==> src/rtl/hd44780_rx_pkg.sv <==
// rtl/hd44780_rx_pkg.sv - shared mode encodings, command constants and timing limits for hd44780_rx
package hd44780_rx_pkg;

    typedef enum logic [1:0] {
        M8    = 2'd0,
        M4_HI = 2'd1,
        M4_LO = 2'd2
    } mode_e;

    localparam logic [7:0] CMD_CLEAR    = 8'h01;
    localparam logic [7:0] CMD_HOME     = 8'h02;
    localparam logic [3:0] CMD_FSET4    = 4'h2;
    localparam logic [3:0] CMD_FSET8_HI = 4'h3;

    localparam int H4NS_COUNT_BITS  = 6;
    localparam int H4NS_TICKS_PWEH  = 4;
    localparam int H4NS_TICKS_TCYCE = 12;

    // Cursor address after an emitted byte; 8'h03 is a home command too.
    function automatic logic [6:0] next_addr(input logic [6:0] addr,
                                             input logic       rs,
                                             input logic [7:0] b);
        logic [6:0] res;
        res = addr;
        if (rs) begin
            res = addr + 7'd1;
        end else if (b == CMD_CLEAR || b[7:1] == CMD_HOME[7:1]) begin
            res = 7'd0;
        end else if (b[7]) begin
            res = b[6:0];
        end
        return res;
    endfunction

endpackage

==> src/rtl/hd44780_rx_fifo.sv <==
// rtl/hd44780_rx_fifo.sv - first-word-fall-through FIFO with sticky overflow flag
module hd44780_rx_fifo #(
    parameter int DEPTH = 16,
    parameter int WIDTH = 9
) (
    input  logic             CLK_I,
    input  logic             RST_I,
    input  logic             i_push,
    input  logic             i_pop,
    input  logic [WIDTH-1:0] i_din,
    output logic [WIDTH-1:0] o_head,
    output logic             o_empty,
    output logic             o_full,
    output logic             o_overflow
);
    localparam int AW = $clog2(DEPTH);
    localparam logic [AW:0] FULL_CNT = (AW+1)'(DEPTH);

    logic [WIDTH-1:0] r_mem [DEPTH];
    logic [AW-1:0]    r_wr_ptr;
    logic [AW-1:0]    r_rd_ptr;
    logic [AW:0]      r_count;
    logic             r_overflow;
    logic             w_empty;
    logic             w_full;
    logic             w_do_pop;
    logic             w_do_push;

    assign w_empty   = (r_count == '0);
    assign w_full    = (r_count == FULL_CNT);
    assign w_do_pop  = i_pop & ~w_empty;
    // A pop in the same cycle frees the slot, so a full FIFO still accepts the push.
    assign w_do_push = i_push & (~w_full | w_do_pop);

    always_ff @(posedge CLK_I) begin
        if (RST_I) begin
            r_wr_ptr   <= '0;
            r_rd_ptr   <= '0;
            r_count    <= '0;
            r_overflow <= 1'b0;
        end else begin
            if (w_do_push) r_wr_ptr <= r_wr_ptr + 1'b1;
            if (w_do_pop)  r_rd_ptr <= r_rd_ptr + 1'b1;
            if (w_do_push && !w_do_pop)      r_count <= r_count + 1'b1;
            else if (!w_do_push && w_do_pop) r_count <= r_count - 1'b1;
            if (i_push && !w_do_push) r_overflow <= 1'b1;
        end
    end

    always_ff @(posedge CLK_I) begin
        if (w_do_push) r_mem[r_wr_ptr] <= i_din;
    end

    assign o_head     = w_empty ? '0 : r_mem[r_rd_ptr];
    assign o_empty    = w_empty;
    assign o_full     = w_full;
    assign o_overflow = r_overflow;

endmodule

==> src/rtl/hd44780_rx.sv <==
// rtl/hd44780_rx.sv - HD44780 4-bit bus receiver: sync, mode FSM, cursor tracking, FIFO.
// Optional bus timing checker enabled by H4RX_TIMING_CHECK_EN.
module hd44780_rx
    import hd44780_rx_pkg::*;
#(
    parameter int DEPTH = 16
) (
    input  logic       CLK_I,
    input  logic       RST_I,
    input  logic       i_lcd_e,
    input  logic       i_lcd_rs,
    input  logic [3:0] i_lcd_nybble,
    input  logic       i_pop,
    output logic [7:0] o_byte,
    output logic       o_rs,
    output logic       o_empty,
    output logic       o_full,
    output logic       o_overflow,
    output logic       o_mode4,
    output logic [6:0] o_ddram_addr,
    output logic       o_timing_err
);
    logic       r_e_s1, r_e_s2, r_e_prev;
    logic       r_rs_s1, r_rs_s2;
    logic [3:0] r_nyb_s1, r_nyb_s2;
    logic       r_cap_rs;
    logic [3:0] r_cap_nyb;
    logic       r_fall;
    logic [3:0] r_hi;
    logic [6:0] r_addr;
    mode_e      r_state;

    mode_e      w_state_next;
    logic       w_fall_now;
    logic       w_emit;
    logic [7:0] w_emit_byte;
    logic       w_load_hi;
    logic [8:0] w_head;

    assign w_fall_now = r_e_prev & ~r_e_s2;

    // Capture tracks the bus while E is high, so the fall uses the last high-cycle values.
    always_ff @(posedge CLK_I) begin
        if (RST_I) begin
            r_e_s1    <= 1'b0;
            r_e_s2    <= 1'b0;
            r_e_prev  <= 1'b0;
            r_rs_s1   <= 1'b0;
            r_rs_s2   <= 1'b0;
            r_nyb_s1  <= 4'h0;
            r_nyb_s2  <= 4'h0;
            r_cap_rs  <= 1'b0;
            r_cap_nyb <= 4'h0;
            r_fall    <= 1'b0;
        end else begin
            r_e_s1    <= i_lcd_e;
            r_e_s2    <= r_e_s1;
            r_e_prev  <= r_e_s2;
            r_rs_s1   <= i_lcd_rs;
            r_rs_s2   <= r_rs_s1;
            r_nyb_s1  <= i_lcd_nybble;
            r_nyb_s2  <= r_nyb_s1;
            r_fall    <= w_fall_now;
            if (r_e_s2) begin
                r_cap_rs  <= r_rs_s2;
                r_cap_nyb <= r_nyb_s2;
            end
        end
    end

    always_ff @(posedge CLK_I) begin
        if (RST_I) begin
            r_state <= M8;
            r_hi    <= 4'h0;
            r_addr  <= 7'd0;
        end else begin
            r_state <= w_state_next;
            if (w_load_hi) r_hi   <= r_cap_nyb;
            if (w_emit)    r_addr <= next_addr(r_addr, r_cap_rs, w_emit_byte);
        end
    end

    always_comb begin
        w_state_next = r_state;
        w_emit       = 1'b0;
        w_emit_byte  = 8'h00;
        w_load_hi    = 1'b0;
        if (r_fall) begin
            case (r_state)
                M8: begin
                    w_emit      = 1'b1;
                    w_emit_byte = {r_cap_nyb, 4'h0};
                    if (!r_cap_rs && r_cap_nyb == CMD_FSET4) w_state_next = M4_HI;
                end
                M4_HI: begin
                    w_load_hi    = 1'b1;
                    w_state_next = M4_LO;
                end
                M4_LO: begin
                    w_emit       = 1'b1;
                    w_emit_byte  = {r_hi, r_cap_nyb};
                    w_state_next = (!r_cap_rs && r_hi == CMD_FSET8_HI) ? M8 : M4_HI;
                end
                default: w_state_next = M8;
            endcase
        end
    end

    hd44780_rx_fifo #(
        .DEPTH(DEPTH),
        .WIDTH(9)
    ) u_fifo (
        .CLK_I      (CLK_I),
        .RST_I      (RST_I),
        .i_push     (w_emit),
        .i_pop      (i_pop),
        .i_din      ({r_cap_rs, w_emit_byte}),
        .o_head     (w_head),
        .o_empty    (o_empty),
        .o_full     (o_full),
        .o_overflow (o_overflow)
    );

    assign o_rs         = w_head[8];
    assign o_byte       = w_head[7:0];
    assign o_mode4      = (r_state == M4_HI) || (r_state == M4_LO);
    assign o_ddram_addr = r_addr;

`ifdef H4RX_TIMING_CHECK_EN
    localparam logic [H4NS_COUNT_BITS-1:0] PWEH_T  = H4NS_COUNT_BITS'(H4NS_TICKS_PWEH);
    localparam logic [H4NS_COUNT_BITS-1:0] TCYCE_T = H4NS_COUNT_BITS'(H4NS_TICKS_TCYCE);

    logic                       w_rise;
    logic [H4NS_COUNT_BITS-1:0] r_pw_cnt;
    logic [H4NS_COUNT_BITS-1:0] r_cyc_cnt;
    logic                       r_seen_rise;
    logic                       r_timing_err;

    assign w_rise = r_e_s2 & ~r_e_prev;

    // Both counters start at 1 on a rise so they hold cycle counts, not cycle counts minus one.
    always_ff @(posedge CLK_I) begin
        if (RST_I) begin
            r_pw_cnt     <= '0;
            r_cyc_cnt    <= '0;
            r_seen_rise  <= 1'b0;
            r_timing_err <= 1'b0;
        end else begin
            if (r_cyc_cnt != '1) r_cyc_cnt <= r_cyc_cnt + 1'b1;
            if (w_rise) begin
                r_pw_cnt    <= 1;
                r_cyc_cnt   <= 1;
                r_seen_rise <= 1'b1;
                if (r_seen_rise && r_cyc_cnt < TCYCE_T) r_timing_err <= 1'b1;
            end else if (r_e_s2 && r_pw_cnt != '1) begin
                r_pw_cnt <= r_pw_cnt + 1'b1;
            end
            if (w_fall_now && r_pw_cnt < PWEH_T) r_timing_err <= 1'b1;
        end
    end

    assign o_timing_err = r_timing_err;
`else
    assign o_timing_err = 1'b0;
`endif

endmodule

==> config.mk <==
export PLATFORM = sky130hd
export DESIGN_NAME = hd44780_rx
export DESIGN_NICKNAME = d
export VERILOG_FILES = /design/src/rtl/hd44780_rx_pkg.sv /design/src/rtl/hd44780_rx_fifo.sv /design/src/rtl/hd44780_rx.sv
export SDC_FILE = /design/constraint.sdc
export NUM_CORES = 1
export LEC_CHECK = 0
export CAP_MARGIN = 15
export CELL_PAD_IN_SITES_DETAIL_PLACEMENT = 1
export CELL_PAD_IN_SITES_GLOBAL_PLACEMENT = 2
export CORE_ASPECT_RATIO = 1.75
export CORE_MARGIN = 4
export CORE_UTILIZATION = 49
export CTS_CLUSTER_SIZE = 30
export DETAILED_ROUTE_END_ITERATION = 6
export HOLD_SLACK_MARGIN = 0.05
export PLACE_DENSITY_LB_ADDON = 0.05
export SLEW_MARGIN = 0
export SYNTH_ARGS = -nofsm -noshare
export SYNTH_HDL_FRONTEND = slang
export SYNTH_SLANG_ARGS = --single-unit
==> constraint.sdc <==
create_clock -name CLK_I -period 4.6 [get_ports CLK_I]
set_input_delay 0.69 -clock CLK_I [delete_from_list [all_inputs] [get_ports CLK_I]]
set_output_delay 0.69 -clock CLK_I [all_outputs]
set_load 0.01 [all_outputs]
==> run summary <==
via count = 4242
postcts setup bufs = 0
RR Endpoint = u_fifo.r_count[4]$_SDFFE_PP0P_
vias in the first global route = 4583
status = finished clean
DRT iter0 DRCs = 254
Psw = 0.000977 W
synth-to-layout area growth = 13.9%
placer's final routability congestion estimate = 0.749
Main synth FF type = edfxtp_1
register area share after synthesis = 67.8%
Pleak = 2.95 nW
CTS tree = done
IO Port Bufs = 28
CTS Buf Count = 17
Final HPWL DP = 11600 µm
Switching Share = 24.2%
setup_tns = 0 ps
Clk network pwr share = 38.1%
crit path max fanout = 36
die area = 0.0182 mm²
design area = 0.00895 mm²
initial core utilization = 49.7%
root buffer cell = clkbuf_16
layout cell share with drive strength beyond 1 = 17.1%
setup ws final = 741 ps
post-CTS sizing = 0
CP endpoint kind = primary output
Pint = 0.00306 W
FMAX = 259 MHz
VDD IR max = 0.288 mV
Place WS = 1140 ps
Post-Syn Area per Cell = 16.2 µm²
die height = 176 µm
Antenna diodes = 0
Worst Hold Path Cells = 1
post-layout min period = 3860 ps
cell area after synthesis = 0.00786 mm²
CTS H-Tree Depth = 4
R2R Path Start = r_fall$_SDFF_PP0_
final core occ = 56.7%
Synthesized Nets = 510
Residual DRC = 0
Worst-path clk slew = 70 ps
CP required = 3910 ps
measured slew at the worst slew-check pin = 1110 ps
nets = 545
worst-skew pair later-pin latency = 430 ps
Routed Wire Length = 17500 µm
async set-reset flop share out of synthesis = 0%
core area = 0.0158 mm²
Final Cycle Share = 83.9%
r2r setup slk = 1340 ps
Yosys Warn Count = 0
TritonRoute pass-1 iters = 4
cts hold-fix bufs = 0
Clock Path Buffers = 2
count of pins over their slew limit = 0
Flop pwr share = 47.6%
hold endpoint = r_nyb_s2[1]$_SDFF_PP0_
Combinational Power Share = 14.3%
total congestion overflow = 0
CTS sink cnt = 194
wire per inst = 24.3 µm
Cell Area, Placed = 0.00834 mm²
number of synthesized flops with an enable pin = 144
commonest non-fill, non-tap cell in the layout = edfxtp_1
critical path class = reg2out
Final setup viols = 0
CP Launch Type = register
commonest cells after routing, fill and taps aside = edfxtp_1, dfxtp_1, mux4_2, nor2_1, clkdlybuf4s50_1
RSZ-0062 raised after global routing = no
final hold viol count = 0
Via density = 5.88
PwrDens = 451 mW/mm²
post-synthesis cell type count = 48
worst clock skew = 13.5 ps
FF+latch count, synth = 194
Worst Hold Launch = r_nyb_s1[1]$_SDFF_PP0_
Hold Path Class = reg2reg
Worst Reg-to-Reg Cells = 10
Rows = 61
CP arrival = 3170 ps
Die W = 104 µm
Hold WS = 434 ps
largest net degree at the start of global routing = 50
max cap viols = 0
GRT Overall Usage = 20.3%
post-synthesis cell count = 485
initial antenna violation count = 0
# IOs = 30
post-route ant nets = 0
first-pass GRT wire length = 27300 µm
Slew headroom = 25.9%
## how the worst max path moves through the flow
stage                                      to  slack, ps  depth (start not counted)
5_1_grt                             o_byte[5]        580                          5
3_5_place_dp                        o_byte[5]       1140                          5
3_3_place_gp                        o_byte[5]       1200                          5
2_1_floorplan  u_fifo.r_count[4]$_SDFFE_PP0P_       1780                         10
4_1_cts                             o_byte[5]        690                          5
6_report                            o_byte[5]        740                          5
## synthesized netlist by cell type, types with 2 or more instances
master	n	share of area, %
clkbuf_1	11	0.53
a22oi_1	2	0.19
nor4_1	2	0.16
mux2i_1	10	1.3
nand2_1	13	0.62
xnor2_1	5	0.56
mux4_2	45	13
a221oi_1	4	0.45
nand3_1	9	0.57
a22o_1	2	0.22
o21ai_0	5	0.32
a31oi_1	2	0.16
nor3_1	6	0.38
nor2_1	36	1.7
inv_1	17	0.81
nand2b_1	3	0.24
nor3b_1	2	0.19
or4_1	2	0.19
buf_1	6	0.29
nand3b_1	3	0.29
and2_1	10	0.80
xor2_1	4	0.45
buf_4	4	0.38
dfxtp_1	50	13
and3_1	6	0.48
a21o_1	2	0.19
edfxtp_1	144	55
nor2b_1	23	1.8
or3_1	2	0.16
ha_1	15	2.4
a211oi_1	4	0.38
a21oi_1	20	1.3
## layout make-up
type                       instances  area [µm²]
timing repair buffer              39         358
fill                            1433        6850
multi-input combinational        251        2360
inverter                          17        63.8
sequential                       194        5330
clock inverter                    13         176
tap                              189         236
clock buffer                      19         433
## worst max-delay path, cell delays in order, from the launching register on
cell and delay [ps]:
dfxtp_2 310, buf_4 570, mux4_2 600, mux4_2 530, nor2b_1 160, clkdlybuf4s50_1 530
## state kept, by name (all words and copies together) (netlist names), 4 cells and up, named ones only
name / cells
u_fifo.r_rd_ptr: 4
r_hi: 4
u_fifo.r_count: 5
o_ddram_addr: 7
r_nyb_s2: 4
r_nyb_s1: 4
r_cap_nyb: 4
u_fifo.r_wr_ptr: 4
u_fifo.r_mem: 144
## metrics by stage
| step | total power, W | instances |
|---|---|---|
| after CTS | 0.00408 | 722 |
| after global placement | 0.00254 | 690 |
| after floorplan | 0.00236 | 485 |
| after global routing | 0.00421 | 722 |
| final | 0.00403 | 722 |
| after detailed placement | 0.00256 | 690 |
## layer usage
layer | vias up | GRT usage [%] | routed length, µm
met3 | 15 | 4.38 | 607
met2 | 93 | 37.8 | 9880
li1 | 1925 | - | -
met1 | 2209 | 23.6 | 6770
met5 | - | 0 | 0
met4 | 0 | 5.16 | 269
## power by group through the flow
stage | clock network, W | registers (W) | logic [W]
after CTS | 0.00156 | 0.00192 | 0.000597
after floorplan | 0 | 0.00195 | 0.000412
after detailed placement | 0 | 0.00196 | 0.000595
after global placement | 0 | 0.00196 | 0.000583
after global routing | 0.00165 | 0.00193 | 0.000634
final | 0.00154 | 0.00192 | 0.000578
## cell families after synthesis
| logic type | share of synthesized area, % |
|---|---|
| compound gates | 4.31 |
| buf+inv | 2.21 |
| simple gates | 7.71 |
| fa+ha+maj | 2.64 |
| other cells | 0.0477 |
| xor+xnor | 1.00 |
| mux | 14.3 |
| flops | 67.8 |
Power figures use the tool's default switching activity.
